## src/rtl/adder_rr_sequencer_if.sv

```systemverilog
// Request/response bundle for adder_rr_sequencer: NREQ request slices in, one tagged result out.
// master = requesters plus result consumer, slave = the sequencer.
interface adder_rr_sequencer_if #(
    parameter int unsigned NREQ = 4,
    parameter int unsigned IDW  = (NREQ > 1) ? $clog2(NREQ) : 1
);
    localparam int unsigned DW = 26;

    logic [NREQ-1:0]    req_valid;
    logic [NREQ-1:0]    req_ready;
    logic [DW*NREQ-1:0] req_a;
    logic [DW*NREQ-1:0] req_b;
    logic [NREQ-1:0]    req_cin;
    logic [NREQ-1:0]    req_chain;
    logic               rsp_valid;
    logic               rsp_ready;
    logic [DW-1:0]      rsp_sum;
    logic               rsp_cout;
    logic [IDW-1:0]     rsp_id;
    logic               rsp_last;

    modport master (
        output req_valid, req_a, req_b, req_cin, req_chain, rsp_ready,
        input  req_ready, rsp_valid, rsp_sum, rsp_cout, rsp_id, rsp_last
    );

    modport slave (
        input  req_valid, req_a, req_b, req_cin, req_chain, rsp_ready,
        output req_ready, rsp_valid, rsp_sum, rsp_cout, rsp_id, rsp_last
    );
endinterface

```

## src/rtl/adder_rr_sequencer.sv

```systemverilog
// Round-robin sharing of one 26-bit adder among NREQ requesters, with chained
// multi-word adds that lock the grant and forward carry through carry_q.
module adder_rr_sequencer #(
    parameter int unsigned NREQ = 4,
    parameter int unsigned IDW  = (NREQ > 1) ? $clog2(NREQ) : 1
) (
    input  logic                clk,
    input  logic                rst,
    adder_rr_sequencer_if.slave bus
);
    localparam int unsigned DW = 26;
    localparam int unsigned AW = DW + 1;

    typedef enum logic {ARB, LOCK} state_t;

    state_t         state;
    logic [IDW-1:0] ptr;
    logic [IDW-1:0] owner;
    logic           carry_q;

    logic           valid_q;
    logic [DW-1:0]  sum_q;
    logic           cout_q;
    logic [IDW-1:0] id_q;
    logic           last_q;

    logic [IDW-1:0] gnt_idx;
    logic           gnt_found;
    logic           slot_free;
    logic           accept;
    logic [DW-1:0]  op_a;
    logic [DW-1:0]  op_b;
    logic           op_cin;
    logic           op_chain;
    logic [AW-1:0]  add_res;
    logic [IDW-1:0] ptr_next;

    // Grant selection: owner only while locked, else first valid from ptr upward with wrap
    always_comb begin
        int unsigned j;
        j         = 0;
        gnt_found = 1'b0;
        gnt_idx   = owner;
        if (state == LOCK) begin
            for (int unsigned i = 0; i < NREQ; i++) begin
                if (owner == IDW'(i) && bus.req_valid[i]) begin
                    gnt_found = 1'b1;
                end
            end
        end else begin
            for (int unsigned k = 0; k < NREQ; k++) begin
                j = (32'(ptr) + k) % NREQ;
                for (int unsigned i = 0; i < NREQ; i++) begin
                    if (!gnt_found && j == i && bus.req_valid[i]) begin
                        gnt_found = 1'b1;
                        gnt_idx   = IDW'(i);
                    end
                end
            end
        end
    end

    // Operand mux from the granted slice; a locked chain takes its carry from carry_q
    always_comb begin
        op_a     = '0;
        op_b     = '0;
        op_cin   = 1'b0;
        op_chain = 1'b0;
        for (int unsigned i = 0; i < NREQ; i++) begin
            if (gnt_idx == IDW'(i)) begin
                op_a     = bus.req_a[DW*i +: DW];
                op_b     = bus.req_b[DW*i +: DW];
                op_cin   = bus.req_cin[i];
                op_chain = bus.req_chain[i];
            end
        end
        if (state == LOCK) begin
            op_cin = carry_q;
        end
    end

    assign add_res   = {1'b0, op_a} + {1'b0, op_b} + AW'(op_cin);
    assign slot_free = ~valid_q | bus.rsp_ready;
    assign accept    = gnt_found & slot_free & ~rst;
    assign ptr_next  = (32'(gnt_idx) == NREQ - 1) ? '0 : gnt_idx + IDW'(1);

    always_comb begin
        bus.req_ready = '0;
        for (int unsigned i = 0; i < NREQ; i++) begin
            bus.req_ready[i] = accept && (gnt_idx == IDW'(i));
        end
    end

    always_ff @(posedge clk) begin
        if (rst) begin
            state   <= ARB;
            ptr     <= '0;
            owner   <= '0;
            carry_q <= 1'b0;
            valid_q <= 1'b0;
            sum_q   <= '0;
            cout_q  <= 1'b0;
            id_q    <= '0;
            last_q  <= 1'b0;
        end else if (accept) begin
            valid_q <= 1'b1;
            sum_q   <= add_res[DW-1:0];
            cout_q  <= add_res[DW];
            id_q    <= gnt_idx;
            last_q  <= ~op_chain;
            carry_q <= add_res[DW];
            if (op_chain) begin
                state <= LOCK;
                owner <= gnt_idx;
            end else begin
                state <= ARB;
                ptr   <= ptr_next;
            end
        end else if (bus.rsp_ready) begin
            valid_q <= 1'b0;
        end
    end

    assign bus.rsp_valid = valid_q;
    assign bus.rsp_sum   = sum_q;
    assign bus.rsp_cout  = cout_q;
    assign bus.rsp_id    = id_q;
    assign bus.rsp_last  = last_q;
endmodule

```

## src/flat_wrapper.sv

```systemverilog
// flat-port wrapper written by rule: the top's interface ports become plain ports
module adder_rr_sequencer_flat 
#(
    parameter int unsigned NREQ = 4,
    parameter int unsigned IDW  = (NREQ > 1) ? $clog2(NREQ) : 1
)
  (clk, rst, bus_req_valid, bus_req_a, bus_req_b, bus_req_cin, bus_req_chain, bus_rsp_ready, bus_req_ready, bus_rsp_valid, bus_rsp_sum, bus_rsp_cout, bus_rsp_id, bus_rsp_last);
  adder_rr_sequencer_if #(.NREQ(NREQ), .IDW(IDW)) bus_i ();
  input  logic clk;
  input  logic rst;
  input wire logic [$bits(bus_i.req_valid)-1:0] bus_req_valid;
  input wire logic [$bits(bus_i.req_a)-1:0] bus_req_a;
  input wire logic [$bits(bus_i.req_b)-1:0] bus_req_b;
  input wire logic [$bits(bus_i.req_cin)-1:0] bus_req_cin;
  input wire logic [$bits(bus_i.req_chain)-1:0] bus_req_chain;
  input wire logic [$bits(bus_i.rsp_ready)-1:0] bus_rsp_ready;
  output wire logic [$bits(bus_i.req_ready)-1:0] bus_req_ready;
  output wire logic [$bits(bus_i.rsp_valid)-1:0] bus_rsp_valid;
  output wire logic [$bits(bus_i.rsp_sum)-1:0] bus_rsp_sum;
  output wire logic [$bits(bus_i.rsp_cout)-1:0] bus_rsp_cout;
  output wire logic [$bits(bus_i.rsp_id)-1:0] bus_rsp_id;
  output wire logic [$bits(bus_i.rsp_last)-1:0] bus_rsp_last;
  assign bus_i.req_valid = bus_req_valid;
  assign bus_i.req_a = bus_req_a;
  assign bus_i.req_b = bus_req_b;
  assign bus_i.req_cin = bus_req_cin;
  assign bus_i.req_chain = bus_req_chain;
  assign bus_i.rsp_ready = bus_rsp_ready;
  assign bus_req_ready = bus_i.req_ready;
  assign bus_rsp_valid = bus_i.rsp_valid;
  assign bus_rsp_sum = bus_i.rsp_sum;
  assign bus_rsp_cout = bus_i.rsp_cout;
  assign bus_rsp_id = bus_i.rsp_id;
  assign bus_rsp_last = bus_i.rsp_last;
  adder_rr_sequencer #(.NREQ(NREQ), .IDW(IDW)) u_core (.clk(clk), .rst(rst), .bus(bus_i));
endmodule
```

## config.mk

```make
export PLATFORM = sky130hd
export DESIGN_NAME = adder_rr_sequencer_flat
export DESIGN_NICKNAME = d
export VERILOG_FILES = /design/src/rtl/adder_rr_sequencer_if.sv /design/src/rtl/adder_rr_sequencer.sv /design/src/flat_wrapper.sv
export SDC_FILE = /design/constraint.sdc
export NUM_CORES = 1
export LEC_CHECK = 0
export ABC_AREA = 1
export BUFFER_PORTS_ARGS = -buffer_cell sky130_fd_sc_hd__buf_4
export CAP_MARGIN = 15
export CORE_UTILIZATION = 45
export DETAILED_ROUTE_END_ITERATION = 12
export GPL_TIMING_DRIVEN = 1
export PLACE_DENSITY_LB_ADDON = 0.1
export SETUP_SLACK_MARGIN = 0.3
export SYNTH_ARGS = -nofsm -noshare
export SYNTH_HDL_FRONTEND = slang
export SYNTH_SLANG_ARGS = --single-unit
```

## constraint.sdc

```tcl
create_clock -name clk -period 7.95 [get_ports clk]
set_input_delay 0.3975 -clock clk [delete_from_list [all_inputs] [get_ports clk]]
set_output_delay 0.3975 -clock clk [all_outputs]
set_load 0.02 [all_outputs]
```

Yosys cells after proc, flatten, opt, wreduce, memory -nomap -nowiden
Index checks and enable logic that the tools add are counted.

Register bits after elaboration: 36. Bits of input ports: 223. Output and inout bits: 35. Logic and storage cells: 175.

Add/subtract/negate cells: 6. Equality and inequality tests: 18. Multiplexer cells: 74. Bitwise operators: 6. Reductions and logical operators: 63.

Operator list (number): $mux W26 (8); $logic_not A32 Y1 (4); $mux W1 (48); $logic_and A1 B1 Y1 (39); $mux W2 (18); $add A26 B26 Y27 (1); $add A27 B1 Y27 (1); $eq A2 B2 Y1 const B (12); $logic_not A1 Y1 (15); $eq A2 B1 Y1 const B (6); $add A2 B1 Y2 const B (2); $add A2 B2 Y2 const B (2); $logic_not A2 Y1 (2); $reduce_and A2 Y1 (2); $not A1 Y1 (3); $and A1 B1 Y1 (2); $reduce_bool A2 Y1 (1); $or A1 B1 Y1 (1).

Logic depth before layout (Yosys ltp)
Word-level depth: 86. Depth in mapped cells: 41. Depth with buffers taken out: 40.

Worst setup path before layout
OpenSTA, ideal clock, no wires.

Kind: register to register. Start: register u_core.ptr[0]. End: register u_core.sum_q[18] (netlist: u_core.bus.rsp_sum[18]). Library setup time: 0.116 ns. Arrival: 4.985 ns. Data required time: 7.834 ns. Slack: 2.850 ns. Cell stages (with the launch flop): 33. Path buffers: 3. Period minus slack after synthesis: 5.100 ns. Path through: dfxtp_1 inv_1 nand3_1 nand2_1 nor2_4 nand4_2 nor3_1 nand2_1 nand2_1 nand2_1 nand2_1 nand2_1 nand2_1 nand2_1 nand2_1 nand2_1 ha_1 clkbuf_1 inv_1 clkbuf_1 clkbuf_1 o21ai_0 o21ai_0 o21ai_0 fa_1 fa_1 o21ai_0 a21oi_1 o21ai_0 a21oi_1 xnor2_1 o21ai_0 nor2_1.

Cells in the longest elaborated chain, start to end: 86. Elaborated cells between the ends (all ways): 135. Those cells by class: add/sub (5); eq/ne (15); mux (62); bitwise (2); reduce/logical (51).

Ends and longest elaborated chain: start: declaration (RTL line adder_rr_sequencer.sv:17) `logic [IDW-1:0] ptr;`; start signal: assignment (RTL line adder_rr_sequencer.sv:117) `ptr <= ptr_next;`; $logic_not A32 Y1 (RTL line adder_rr_sequencer.sv:54) `if (!gnt_found && j == i && bus.req_valid[i]) begin`; $logic_and A1 B1 Y1 (RTL line adder_rr_sequencer.sv:54); $mux W1 (RTL line adder_rr_sequencer.sv:54); $mux W1 (RTL line adder_rr_sequencer.sv:44) `if (state == LOCK) begin`; $logic_not A1 Y1 (RTL line adder_rr_sequencer.sv:54); $logic_and A1 B1 Y1 (2 in a row) (RTL line adder_rr_sequencer.sv:54); $mux W1 (RTL line adder_rr_sequencer.sv:54); $mux W1 (RTL line adder_rr_sequencer.sv:44); [... 65 more ...]; $logic_not A1 Y1 (RTL line adder_rr_sequencer.sv:54); $logic_and A1 B1 Y1 (2 in a row) (RTL line adder_rr_sequencer.sv:54); $mux W2 (RTL line adder_rr_sequencer.sv:54); $mux W2 (RTL line adder_rr_sequencer.sv:44); $logic_not A2 Y1 (RTL line adder_rr_sequencer.sv:70) `if (gnt_idx == IDW'(i)) begin`; $mux W26 / $mux W1 (equally long branches) (4 in a row) (RTL line adder_rr_sequencer.sv:70); $add A26 B26 Y27 / $mux W1 (equally long branches) (RTL line adder_rr_sequencer.sv:82, adder_rr_sequencer.sv:77); $add A27 B1 Y27 (RTL line adder_rr_sequencer.sv:82) `assign add_res = {1'b0, op_a} + {1'b0, op_b} + AW'(op_cin);`; end signal: assignment (RTL line adder_rr_sequencer.sv:107) `sum_q <= add_res[DW-1:0];`; end: declaration (RTL line adder_rr_sequencer.sv:22) `logic [DW-1:0] sum_q;`.

Parallel ways exist; a longest one is shown, timed or not. The select of a mux whose other input is x is not followed. A chain may end at the register's enable or synchronous reset.

Worst setup path after layout
Start: register u_core.ptr[0]. End: register u_core.sum_q[18] (netlist: u_core.bus.rsp_sum[18]).

Cells in the longest elaborated chain, start to end: 86. Elaborated cells between the ends (all ways): 135. Those cells by class: add/sub (5); eq/ne (15); mux (62); bitwise (2); reduce/logical (51).

Ends and longest elaborated chain: $logic_not A32 Y1 (RTL line adder_rr_sequencer.sv:54); $logic_and A1 B1 Y1 (RTL line adder_rr_sequencer.sv:54); $mux W1 (RTL line adder_rr_sequencer.sv:54); $mux W1 (RTL line adder_rr_sequencer.sv:44); $logic_not A1 Y1 (RTL line adder_rr_sequencer.sv:54); $logic_and A1 B1 Y1 (2 in a row) (RTL line adder_rr_sequencer.sv:54); $mux W1 (RTL line adder_rr_sequencer.sv:54); $mux W1 (RTL line adder_rr_sequencer.sv:44); [... 66 more ...]; $logic_and A1 B1 Y1 (2 in a row) (RTL line adder_rr_sequencer.sv:54); $mux W2 * (RTL line adder_rr_sequencer.sv:54); $mux W2 * (RTL line adder_rr_sequencer.sv:44); via u_core.gnt_idx[0] (RTL line adder_rr_sequencer.sv:27) `logic [IDW-1:0] gnt_idx;`; $logic_not A2 Y1 (RTL line adder_rr_sequencer.sv:70); $mux W26 / $mux W1 (equally long branches) (4 in a row) (RTL line adder_rr_sequencer.sv:70); $add A26 B26 Y27 / $mux W1 (equally long branches) (RTL line adder_rr_sequencer.sv:82, adder_rr_sequencer.sv:77); $add A27 B1 Y27 * (RTL line adder_rr_sequencer.sv:82).

Mark *: on every way through the listed nets, which the timed path passes. The rest lies on a longest branch. The select of a mux whose other input is x is not followed.

==> flow_metrics.tcl <==
set metrics [dict create \
    run_status "finished clean" \
    commonest_non_fill_non_tap_cell_in_the_layout "sky130_fd_sc_hd__buf_4" \
    overflow 0 \
    grt_setup_unrepaired "no" \
    synth_area_per_cell_um2 6.00 \
    yosysSeqAreaShare_pct 16.2 \
    grt_antenna_before_repair 0 \
    yosysUniqueCellTypes 36 \
    route.detailed.wl_per_inst_um 16.0 \
    clkLatencyLatePin_ns 0.30 \
    drt_first_pass_iters 5 \
    critical_path.most_common_cell "sky130_fd_sc_hd__nand2_1" \
    die_area_mm2 0.0103 \
    max_freq_mhz 153 \
    synthTopCellsByArea "sky130_fd_sc_hd__dfxtp_1 16%, sky130_fd_sc_hd__nand2_1 12%, sky130_fd_sc_hd__nor2_1 11%" \
    port-buffer-count 257 \
    total_of_hold_buffers_inserted_after_clock_tree_synthesis 0 \
    drv_cap 0 \
    finish.net_count 1220 \
    layout_common_cells "262 x sky130_fd_sc_hd__buf_4, 145 x sky130_fd_sc_hd__nand2_1, 135 x sky130_fd_sc_hd__nor2_1" \
    setup_viol_count_final 0 \
    async_reset_ff_share_pct 0 \
    first_global_vias 5592 \
    hold_path_class "primary input to flop" \
    drt_iter0_drc 392 \
    mappedNetlistNets 994 \
    critical_path.endpoint_type "flop" \
    grt_first_pass_wirelength_mm 27.1 \
    timing.clock.skew_ns 0.00809 \
    finalCritPeriodShare_pct 82.3 \
    synth.ff_latch_count 36 \
    gpl.final_weighted_congestion 0.931 \
    final_hold_viol_count 0 \
    chipWidth_um 101 \
    mappedNetlistArea_mm2 0.00444 \
    cts_setup_buffers 0 \
    max_buffers_root_to_sink 2 \
    place.detailed.hpwl_mm 14.4 \
    crit_required_ns 8.15 \
    start_kind "flop" \
    yosys.area.top_type "sky130_fd_sc_hd__dfxtp_1" \
    synth_enable_flop_cells 0 \
    finalMaxSlewViolations 0 \
    criticalPathCategory "flop to flop" \
    worst_slew_pin_slew_ns 0.807 \
    remaining_drc_errors 0 \
    die_y_um 101 \
    final_period_minus_worst_setup_slack_ns 6.54 \
    drive_gt1_share_pct 29.7 \
    synth.yosys.warnings 0 \
    normalized_max_slew_margin_pct 46.1 \
    fin_tns_setup_ns 0 \
    vias_per_cell 5.57 \
    cts.htree.levels 2 \
    route.vias.total 6102 \
    cts-buffers-inserted 5 \
    clock_sinks 36 \
    yosys.area.top_type_share_pct 16.2 \
    std_cell_rows 35 \
    clk_pin_slew_ns 0.08 \
    initial_core_util_pct 47.2 \
    post_drt_antenna_nets 0 \
    critPathMaxStageDelay_ns 0.54 \
    clockRootBuffer "sky130_fd_sc_hd__clkbuf_8" \
    top_level_ports 258 \
    route.final.wire_length_mm 17.6 \
    postCtsResizedCells 0 \
    cts_tree "done" \
    arrival_ns 6.74 \
    grt_max_degree 65 \
    synth-main-ff-cell "sky130_fd_sc_hd__dfxtp_1" \
    cp_max_fo 54 \
    critical-path-slowest-cell "sky130_fd_sc_hd__o21ai_0" \
    syn_inst 740 \
    antenna_diode_count 0 \
    core-area_mm2 0.00942 \
    areaGrowthSynthToFinish_pct 46.1 \
    gr-usage-all-layers_pct 33.6 \
]
## cell usage after synthesis, types with 4 or more instances
library cell	n
sky130_fd_sc_hd__nor3_1	6
sky130_fd_sc_hd__o21ai_0	74
sky130_fd_sc_hd__clkbuf_1	34
sky130_fd_sc_hd__nand4_1	5
sky130_fd_sc_hd__a22oi_1	30
sky130_fd_sc_hd__a21oi_1	70
sky130_fd_sc_hd__inv_1	47
sky130_fd_sc_hd__dfxtp_1	36
sky130_fd_sc_hd__a221oi_1	23
sky130_fd_sc_hd__xnor2_1	8
sky130_fd_sc_hd__ha_1	29
sky130_fd_sc_hd__o31ai_1	23
sky130_fd_sc_hd__xor2_1	16
sky130_fd_sc_hd__nand2_1	145
sky130_fd_sc_hd__o21bai_1	4
sky130_fd_sc_hd__nand3_1	19
sky130_fd_sc_hd__nor2_1	136
## sequential cells by signal, indices dropped and copies added (netlist names)
signal                flops
u_core.bus.rsp_sum       26
u_core.state              1
u_core.owner              2
u_core.bus.rsp_valid      1
u_core.bus.rsp_id         2
u_core.bus.rsp_last       1
u_core.carry_q            1
u_core.ptr                2
## per-layer routing
layer	vias up	track usage [%]	wire length, µm
li1	3005	-	-
met1	2764	42.2	7300
met2	293	59.4	8670
met3	40	4.14	1110
met4	0	10.8	498
met5	-	0	0
## final cells by class
class                   count  area (µm²)
repair buffers            262        1970
clock inverters             3        18.8
inverters                  49         184
flip-flops and latches     36         721
multi-input cells         612        3370
well taps                 129         161
fillers                   832        2930
clock buffers               5        68.8
## cell families after synthesis
| kind of cell | count (synthesis) | synth area share (%) |
|---|---|---|
| and+or+nand+nor | 322 | 29.6 |
| AOI/OAI and AO/OA | 235 | 32.2 |
| buffers and inverters | 92 | 8.20 |
| DFF | 36 | 16.2 |
| adders and majority gates | 31 | 9.07 |
| xor gates and xnor gates | 24 | 4.73 |
## worst max-delay path, delay by kind of cell, from the launching register on
kind                       cells  cell delay [ns]
buffers and inverters          4             1.02
DFF                            1             0.41
adders and majority gates      3             1.23
and+or+nand+nor               16             1.73
xor gates and xnor gates       1             0.14
AOI/OAI and AO/OA              9             1.89
## per-stage QoR
stage / instance area [µm²] / setup WS, ns / std cells / hold WS (ns) / utilization [%]
after floorplan: 4440 / 2.85 / 740 / 0.467 / -
after global placement: 6400 / 1.85 / 1088 / 0.452 / 68.0
after detailed placement: 6400 / 1.51 / 1088 / 0.466 / 68.0
after CTS: 6490 / 1.55 / 1096 / 0.325 / 68.9
after global routing: 6490 / 0.752 / 1096 / 0.339 / 68.9
final: 6490 / 1.41 / 1096 / 0.335 / 68.9
## final timing paths
| kind | start | end | slack [ns] | depth (start not counted) |
|---|---|---|---|---|
| setup reg to reg | u_core.ptr[0] | u_core.bus.rsp_sum[18] | 1.41 | 33 |
| hold reg to reg | u_core.bus.rsp_last | u_core.bus.rsp_last | 0.48 | 2 |
| setup / recovery | u_core.ptr[0] | u_core.bus.rsp_sum[18] | 1.41 | 33 |
| hold / removal | rst | u_core.owner[0] | 0.34 | 2 |
Power is not shown: default switching activity piles up to over one toggle a cycle in this logic, so the estimate is an artifact.
